<file path="config.mk">
export PLATFORM = sky130hd
export DESIGN_NAME = bcd_decimal_scan_decoder
export DESIGN_NICKNAME = d
export VERILOG_FILES = /design/src/rtl/bcd_pkg.sv /design/src/rtl/bcd_digit_decode.sv /design/src/rtl/bcd_decimal_scan_decoder.sv
export SDC_FILE = /design/constraint.sdc
export NUM_CORES = 1
export LEC_CHECK = 0
export ABC_AREA = 1
export CORE_MARGIN = 2
export CORE_UTILIZATION = 55
export DETAILED_ROUTE_END_ITERATION = 7
export HOLD_SLACK_MARGIN = 0.05
export PLACE_DENSITY = 0.93
export SYNTH_ARGS = -nofsm -noshare
export SYNTH_HDL_FRONTEND = slang
export SYNTH_HIERARCHICAL = 1
export SYNTH_SLANG_ARGS = --single-unit
export TNS_END_PERCENT = 50
</file>
<file path="constraint.sdc">
create_clock -name clk -period 2.45 [get_ports clk]
set_input_delay 0.49 -clock clk [delete_from_list [all_inputs] [get_ports clk]]
set_output_delay 0.49 -clock clk [all_outputs]
set_load 0.05 [all_outputs]
</file>
<file path="src/rtl/bcd_pkg.sv">
// Shared constants for the BCD decimal scan decoder: digit limit, lamp
// patterns and the prescaler count reserved as the anti-ghosting dead cycle.
package bcd_pkg;

  localparam logic [3:0] BCD_MAX            = 4'd9;
  localparam logic [9:0] LAMPS_ALL_ACTIVE   = 10'h3FF;
  localparam logic [9:0] LAMPS_ALL_INACTIVE = 10'h000;
  localparam int         DEAD_CNT           = 0;

endpackage

</file>
<file path="src/rtl/bcd_digit_decode.sv">
// Combinational BCD nibble to active-high one-hot decimal decoder; codes
// above 9 give an all-zero pattern with valid low.
module bcd_digit_decode
  import bcd_pkg::*;
(
  input  logic [3:0] nibble,
  output logic [9:0] onehot,
  output logic       valid
);

  always_comb begin
    valid  = (nibble <= BCD_MAX);
    onehot = LAMPS_ALL_INACTIVE;
    if (valid) onehot = 10'd1 << nibble;
  end

endmodule

</file>
<file path="src/rtl/bcd_decimal_scan_decoder.sv">
// Time-multiplexed BCD-to-decimal lamp driver with dead-time, blanking and
// sticky invalid-code flag. Define DECODER_LZB_EN for leading-zero blanking.
module bcd_decimal_scan_decoder
  import bcd_pkg::*;
#(
  parameter int DIGITS         = 4,
  parameter int SCAN_DIV       = 1000,
  parameter int OUT_ACTIVE_LOW = 1
) (
  input  logic                  clk,
  input  logic                  rst_n,
  input  logic                  load,
  input  logic [4*DIGITS-1:0]   bcd_in,
  input  logic                  blank,
  input  logic                  err_clr,
  output logic [9:0]            out,
  output logic [DIGITS-1:0]     digit_sel,
  output logic                  err,
  output logic                  frame_done
);

  localparam int CNT_W = $clog2(SCAN_DIV);
  localparam int IDX_W = (DIGITS > 1) ? $clog2(DIGITS) : 1;
  localparam logic [CNT_W-1:0]  CNT_LAST = CNT_W'(SCAN_DIV - 1);
  localparam logic [CNT_W-1:0]  CNT_DEAD = CNT_W'(DEAD_CNT);
  localparam logic [IDX_W-1:0]  IDX_LAST = IDX_W'(DIGITS - 1);
  localparam logic [9:0]        OUT_IDLE = (OUT_ACTIVE_LOW != 0) ? LAMPS_ALL_ACTIVE : LAMPS_ALL_INACTIVE;
  localparam logic [DIGITS-1:0] SEL_IDLE = (OUT_ACTIVE_LOW != 0) ? {DIGITS{1'b1}} : {DIGITS{1'b0}};

  logic [4*DIGITS-1:0] shadow;
  logic [CNT_W-1:0]    cnt;
  logic [IDX_W-1:0]    idx;
  logic [3:0]          cur_nibble;
  logic [9:0]          dig_onehot;
  logic                dig_valid;
  logic [DIGITS-1:0]   sel_hot;
  logic                load_bad;
  logic                suppress;
  logic                disp;
  logic [9:0]          out_next;
  logic [DIGITS-1:0]   sel_next;

  always_comb cur_nibble = shadow[{idx, 2'b00} +: 4];

  bcd_digit_decode u_decode (
    .nibble (cur_nibble),
    .onehot (dig_onehot),
    .valid  (dig_valid)
  );

  always_comb begin
    sel_hot  = '0;
    load_bad = 1'b0;
    for (int i = 0; i < DIGITS; i++) begin
      sel_hot[i] = (idx == IDX_W'(i));
      if (bcd_in[4*i +: 4] > BCD_MAX) load_bad = 1'b1;
    end
  end

`ifdef DECODER_LZB_EN
  // A digit above 0 is blanked when it and every more-significant digit are zero.
  logic [DIGITS-1:0] lz_mask;
  always_comb begin
    logic run;
    run     = 1'b1;
    lz_mask = '0;
    for (int i = DIGITS - 1; i > 0; i--) begin
      run        = run & (shadow[4*i +: 4] == 4'd0);
      lz_mask[i] = run;
    end
  end
  always_comb suppress = |(lz_mask & sel_hot);
`else
  always_comb suppress = 1'b0;
`endif

  always_comb begin
    disp     = !blank && (cnt != CNT_DEAD) && !suppress;
    sel_next = disp ? sel_hot : '0;
    out_next = (disp && dig_valid) ? dig_onehot : '0;
  end

  // Outputs are built active-high and flipped to board polarity by XOR with the idle pattern.
  always_ff @(posedge clk) begin
    if (!rst_n) begin
      shadow     <= '0;
      cnt        <= '0;
      idx        <= '0;
      err        <= 1'b0;
      frame_done <= 1'b0;
      out        <= OUT_IDLE;
      digit_sel  <= SEL_IDLE;
    end else begin
      if (cnt == CNT_LAST) begin
        cnt <= '0;
        idx <= (idx == IDX_LAST) ? '0 : idx + 1'b1;
      end else begin
        cnt <= cnt + 1'b1;
      end
      if (load) shadow <= bcd_in;
      if (load && load_bad) err <= 1'b1;
      else if (err_clr)     err <= 1'b0;
      frame_done <= (cnt == CNT_DEAD) && (idx == '0);
      out        <= out_next ^ OUT_IDLE;
      digit_sel  <= sel_next ^ SEL_IDLE;
    end
  end

endmodule

</file>
==> impl_metrics.tcl, run 1 <==
set metrics [dict create \
    synth_top_area_share 0.4522 \
    total_power_mw 1.295 \
    grt.busiest_layer "met2" \
    core_region_area_um2 3363 \
    end_kind "output port" \
    first_iter_violations 98 \
    cts_root_buf "clkbuf_4" \
    holdBufCountCts 0 \
    fin_skew_ns 0.009257 \
    critPathTopFamily "buffers and inverters" \
    hold_viol 0 \
    setup_tns_ns 0 \
    seq_area_frac_synth 0.4522 \
    dp_hpwl_um 2856 \
    path_max_fanout 2 \
    grt_setup_unrepaired "false" \
    mostFrequentLayoutCells "58 x nor2_1, 44 x dfxtp_1, 36 x clkdlybuf4s50_1, 26 x nand2_1, 22 x inv_1" \
    final_util 0.7121 \
    clkSinkCount 44 \
    synth_cells 254 \
    worstPathCellList "clkdlybuf4s50_1" \
    numCtsBuffers 5 \
    mostFrequentLayoutCell "nor2_1" \
    vias_per_cell 5.134 \
    ctsResizeCount 0 \
    critPathLaunchType "register" \
    syn-cell-area_um2 1948 \
    htreeDepth 2 \
    grt_usage 0.2063 \
    crit_buf_inv 1 \
    met2_usage 0.3487 \
    chipWidth_um 63.52 \
    slowest_delay_ns 0.80 \
    cap_violations 0 \
    cts_buffer_depth 2 \
    synthFlopType "dfxtp_1" \
    met3_usage 0.05357 \
    hp-class "reg2reg" \
    synth_edf_count 0 \
    drive_above_1_share 0.1271 \
    ys_warn_count 6 \
    period_share 0.8112 \
    tightestPinTransition_ns 0.5969 \
    post_drt_wl_per_cell_um 11.19 \
    cts_setup_buffers 0 \
    grt_antenna_before_repair 0 \
    initial_utilization 0.5792 \
    met1_usage 0.2483 \
    syn_to_final_growth_pct 22.93 \
    gp_congestion 0.8088 \
    arrival_ns 1.50 \
    layout_min_cycle_time_ns 1.987 \
    crit_required_ns 1.96 \
    drt-total-wl_um 3770 \
    setup_viol_count_final 0 \
    cts_tree "done" \
    max-slew-margin-rel 0.6009 \
    dp_slack_ns 0.6675 \
    ys_top_cells_by_area "dfxtp_1 45%, nor2_1 11%, nand4_1 5.5%" \
    grt_pass1_wl_um 6644 \
    ys_seq_elements 44 \
    worstSetupPathType "reg2out" \
    syn_area_per_cell_um2 7.670 \
    vias 1730 \
    dieHeight_um 63.52 \
    crit_slowest_cell "clkdlybuf4s50_1" \
    dp.cells 329 \
    antenna-diode-count 0 \
    drc 0 \
    path_clk_slew_ns 0.12 \
    syn_nets 281 \
    ant_nets 0 \
    grt_max_degree 23 \
    overflow 0 \
    num_io_pins 37 \
    netlist-cell-type-count 27 \
    status "complete, no violations" \
    slew_violations 0 \
    io_buffers 36 \
    leakagePower_nw 1.006 \
    dieArea_um2 4034 \
    drt-pass1-iter-count 4 \
    nNetsFinal 317 \
    clock_latency_ns 0.35 \
    yosysTopAreaCell "dfxtp_1" \
    num_rows 21 \
    layoutNonFillerInstCount 337 \
    synth-async-reset-ratio 0 \
    finalWorstSetupSlack_ns 0.4626 \
    powerDensity_nw_per_um2 540.7 \
    grt_pass1_vias 1594 \
    peakVddDrop_uv 459.2 \
    fmax_mhz 503.2 \
]
## cell usage after synthesis, types with 3 or more instances
library cell   n
dfxtp_1       44
ha_1           6
o21ai_0       19
xor2_1         3
inv_1         22
a21oi_1        5
nor2_1        58
nand3_1        4
inv_2          7
nand4_1       17
nor2_2        10
nand2_2        3
nand2_1       26
o22ai_1        4
o21ai_1        6
clkbuf_1       5
## routing by layer
metal | share of wire | routed length (um)
met2 | 0.50 | 1894
met5 | 0 | 0
met3 | 0.058 | 217
met4 | 0.015 | 57
met1 | 0.42 | 1600
## worst paths after layout
check | startpoint | end | slack (ns) | cells after the start
setup / recovery | err | err | 0.46 | 1
hold / removal | err | err | 0.47 | 2
setup reg to reg | idx[0] | out[8] | 0.70 | 7
hold reg to reg | err | err | 0.47 | 2
## metrics by stage
step	hold slack, ns	cell area (um2)
2_1_floorplan	0.4393	1948
3_3_place_gp	0.4544	2333
3_5_place_dp	0.4547	2333
4_1_cts	0.4721	2395
5_1_grt	0.5193	2395
6_report	0.4669	2395
## cell type report
class | instances | area [um2]
Clock buffer | 6 | 51.30
Clock inverter | 2 | 10.01
Fill cell | 295 | 968.4
Inverter | 29 | 108.9
Multi-Input combinational cell | 172 | 910.9
Sequential cell | 44 | 880.8
Tap cell | 46 | 57.56
Timing Repair Buffer | 38 | 375.4
## state kept, by name (all words and copies together) (netlist names)
name	cells
err	1
shadow	16
digit_sel	4
cnt	10
idx	2
out	10
frame_done	1
## cells by family after synthesis
group	after synthesis	synth area share
AND/OR/NAND/NOR	126	0.3121
adder cells (fa/ha/maj)	6	0.03853
AO/OA/AOI/OAI	35	0.09441
flip-flops	44	0.4521
XOR/XNOR	5	0.02248
buffers and inverters	38	0.08029
## power breakdown
group	internal, mW	switching (mW)	leakage [nW]
Combinational	0.0723	0.107	0.607
Sequential	0.743	0.0158	0.361
Clock	0.137	0.219	0.0380
No activity file was read; power rests on OpenSTA's default activity.
==> inputs of run 2 (changes only) <==
CORE_UTILIZATION = 51   (was 55)
PLACE_DENSITY = 0.88   (was 0.93)
clock period = 2 ns   (was 2.45 ns; I/O delays follow)
==> run 2 against run 1 <==
Die area grew 7.3%. Critical endpoint unchanged. Worst setup slack worse by 0.28 ns. Flip-flop and latch count stayed put. Critical path depth did not move. Combinational power up 22%. Sequential power up 23%. Cell area is 3.2% higher. Cell count grew 0.59%. Wire length is 4.0% lower. Largest power group unchanged.
==> impl_metrics.tcl, run 2 (synthesized netlist as in run 1, its figures left out) <==
set metrics [dict create \
    vias_per_cell 4.959 \
    first_iter_violations 88 \
    min_path_cells 1 \
    syn_to_final_growth_pct 26.91 \
    ant_nets 0 \
    critPathLaunchType "register" \
    pwr-share-clk 0.400 \
    num_rows 22 \
    powerDensity_nw_per_um2 775.3 \
    worstSetupPathType "reg2out" \
    largest_registers "shadow (16), cnt (10), out (10)" \
    crit_buf_inv 1 \
    p_seq_frac 0.485 \
    fmax_mhz 549.5 \
    antenna-diode-count 0 \
    intPower_mw 1.491 \
    cap_violations 0 \
    worstPathCellList "clkdlybuf4s50_1" \
    numCtsBuffers 5 \
    layout_min_cycle_time_ns 1.820 \
    core_region_area_um2 3661 \
    drive_above_1_share 0.1271 \
    vias 1681 \
    path_clk_slew_ns 0.08 \
    fin_skew_ns 0.003913 \
    post_drt_wl_per_cell_um 10.68 \
    grt_max_degree 22 \
    mostFrequentLayoutCell "nor2_1" \
    cts_setup_buffers 0 \
    grt_pass1_wl_um 6403 \
    grt_usage 0.1915 \
    grt_setup_unrepaired "false" \
    p_sw_mw 0.4258 \
    crit_slowest_cell "clkdlybuf4s50_1" \
    clock_latency_ns 0.29 \
    overflow 0 \
    setup_tns_ns 0 \
    hp-class "reg2reg" \
    peakVddDrop_uv 606.7 \
    clkSinkCount 44 \
    drt-total-wl_um 3619 \
    ctsResizeCount 0 \
    fillers 319 \
    end_kind "output port" \
    rrSetupSlack_ns 0.29 \
    critPathTopFamily "buffers and inverters" \
    status "complete, no violations" \
    grt_pass1_vias 1501 \
    nNetsFinal 318 \
    tightestPinTransition_ns 0.5952 \
    num_io_pins 37 \
    period_share 0.9100 \
    htreeDepth 2 \
    leakagePower_nw 1.037 \
    total_power_mw 1.917 \
    cts_root_buf "clkbuf_8" \
    hold_viol 0 \
    chipWidth_um 65.81 \
    io_buffers 36 \
    holdBufCountCts 0 \
    cts_tree "done" \
    slowest_delay_ns 0.80 \
    netSwitchingFraction 0.2221 \
    dp_hpwl_um 2769 \
    grt_antenna_before_repair 0 \
    crit_required_ns 1.60 \
    power_frac_comb 0.114 \
    setup_viol_count_final 0 \
    largest_register_ffs 16 \
    mostFrequentLayoutCells "58 x nor2_1, 44 x dfxtp_1, 36 x clkdlybuf4s50_1, 26 x nand2_1, 22 x inv_1" \
    slew_violations 0 \
    critical_path_depth 1 \
    max-slew-margin-rel 0.6020 \
    cts_buffer_depth 2 \
    initial_utilization 0.5321 \
    drt-pass1-iter-count 4 \
    largest_register "shadow" \
    ff2ff_path_depth 7 \
    path_max_fanout 2 \
    arrival_ns 1.42 \
    drc 0 \
    gp_congestion 0.8444 \
    dieArea_um2 4330 \
    dieHeight_um 65.81 \
]
-- run 2: cell count changes in the layout (fill, tap and decap cells not counted) --
cell,previous run,this run
clkinv_2,2,0
bufinv_16,0,2
clkbuf_4,5,0
buf_4,2,3
clkbuf_8,1,5
-- run 2: final timing paths --
path          start      to
min          cnt[0]  cnt[0]
max reg2reg  idx[0]  out[2]
max             err     err
min reg2reg  cnt[0]  cnt[0]
-- run 2: metal layers --
metal	vias up	part of all wire	routed length (um)	GRT usage
met1	731	0.48	1724	0.2460
met4	0	0.015	53	0.06771
met5	-	0	0	0
met2	52	0.45	1611	0.3005
met3	6	0.063	229	0.06303
li1	892	-	-	-
-- run 2: power by group through the flow --
stage,combinational [mW],clock [mW],sequential [mW]
after floorplan,0.118,0,0.969
after detailed placement,0.219,0,0.950
after CTS,0.220,0.781,0.930
final,0.219,0.767,0.930
after global placement,0.215,0,0.950
after global routing,0.247,0.822,0.934
-- run 2: per-stage QoR --
step	hold slack (ns)	std cells	setup WS, ns	utilization	instance area, um2
2_1_floorplan	0.4393	254	0.6024	-	1948
3_3_place_gp	0.4568	332	0.3676	0.6401	2344
3_5_place_dp	0.4570	332	0.2897	0.6401	2344
4_1_cts	0.4762	339	0.1674	0.6753	2472
5_1_grt	0.5092	339	0.04904	0.6753	2472
6_report	0.4706	339	0.1801	0.6753	2472
-- run 2: area by class of cell --
cell class | instances | area (um2) | share of cell area
multi-input cells | 172 | 910.9 | 0.3684
flip-flops and latches | 44 | 880.8 | 0.3563
repair buffers | 39 | 382.9 | 0.1549
inverters | 29 | 108.9 | 0.04403
clock buffers | 5 | 68.82 | 0.02783
clock inverters | 2 | 60.06 | 0.02429
well taps | 48 | 60.06 | 0.02429
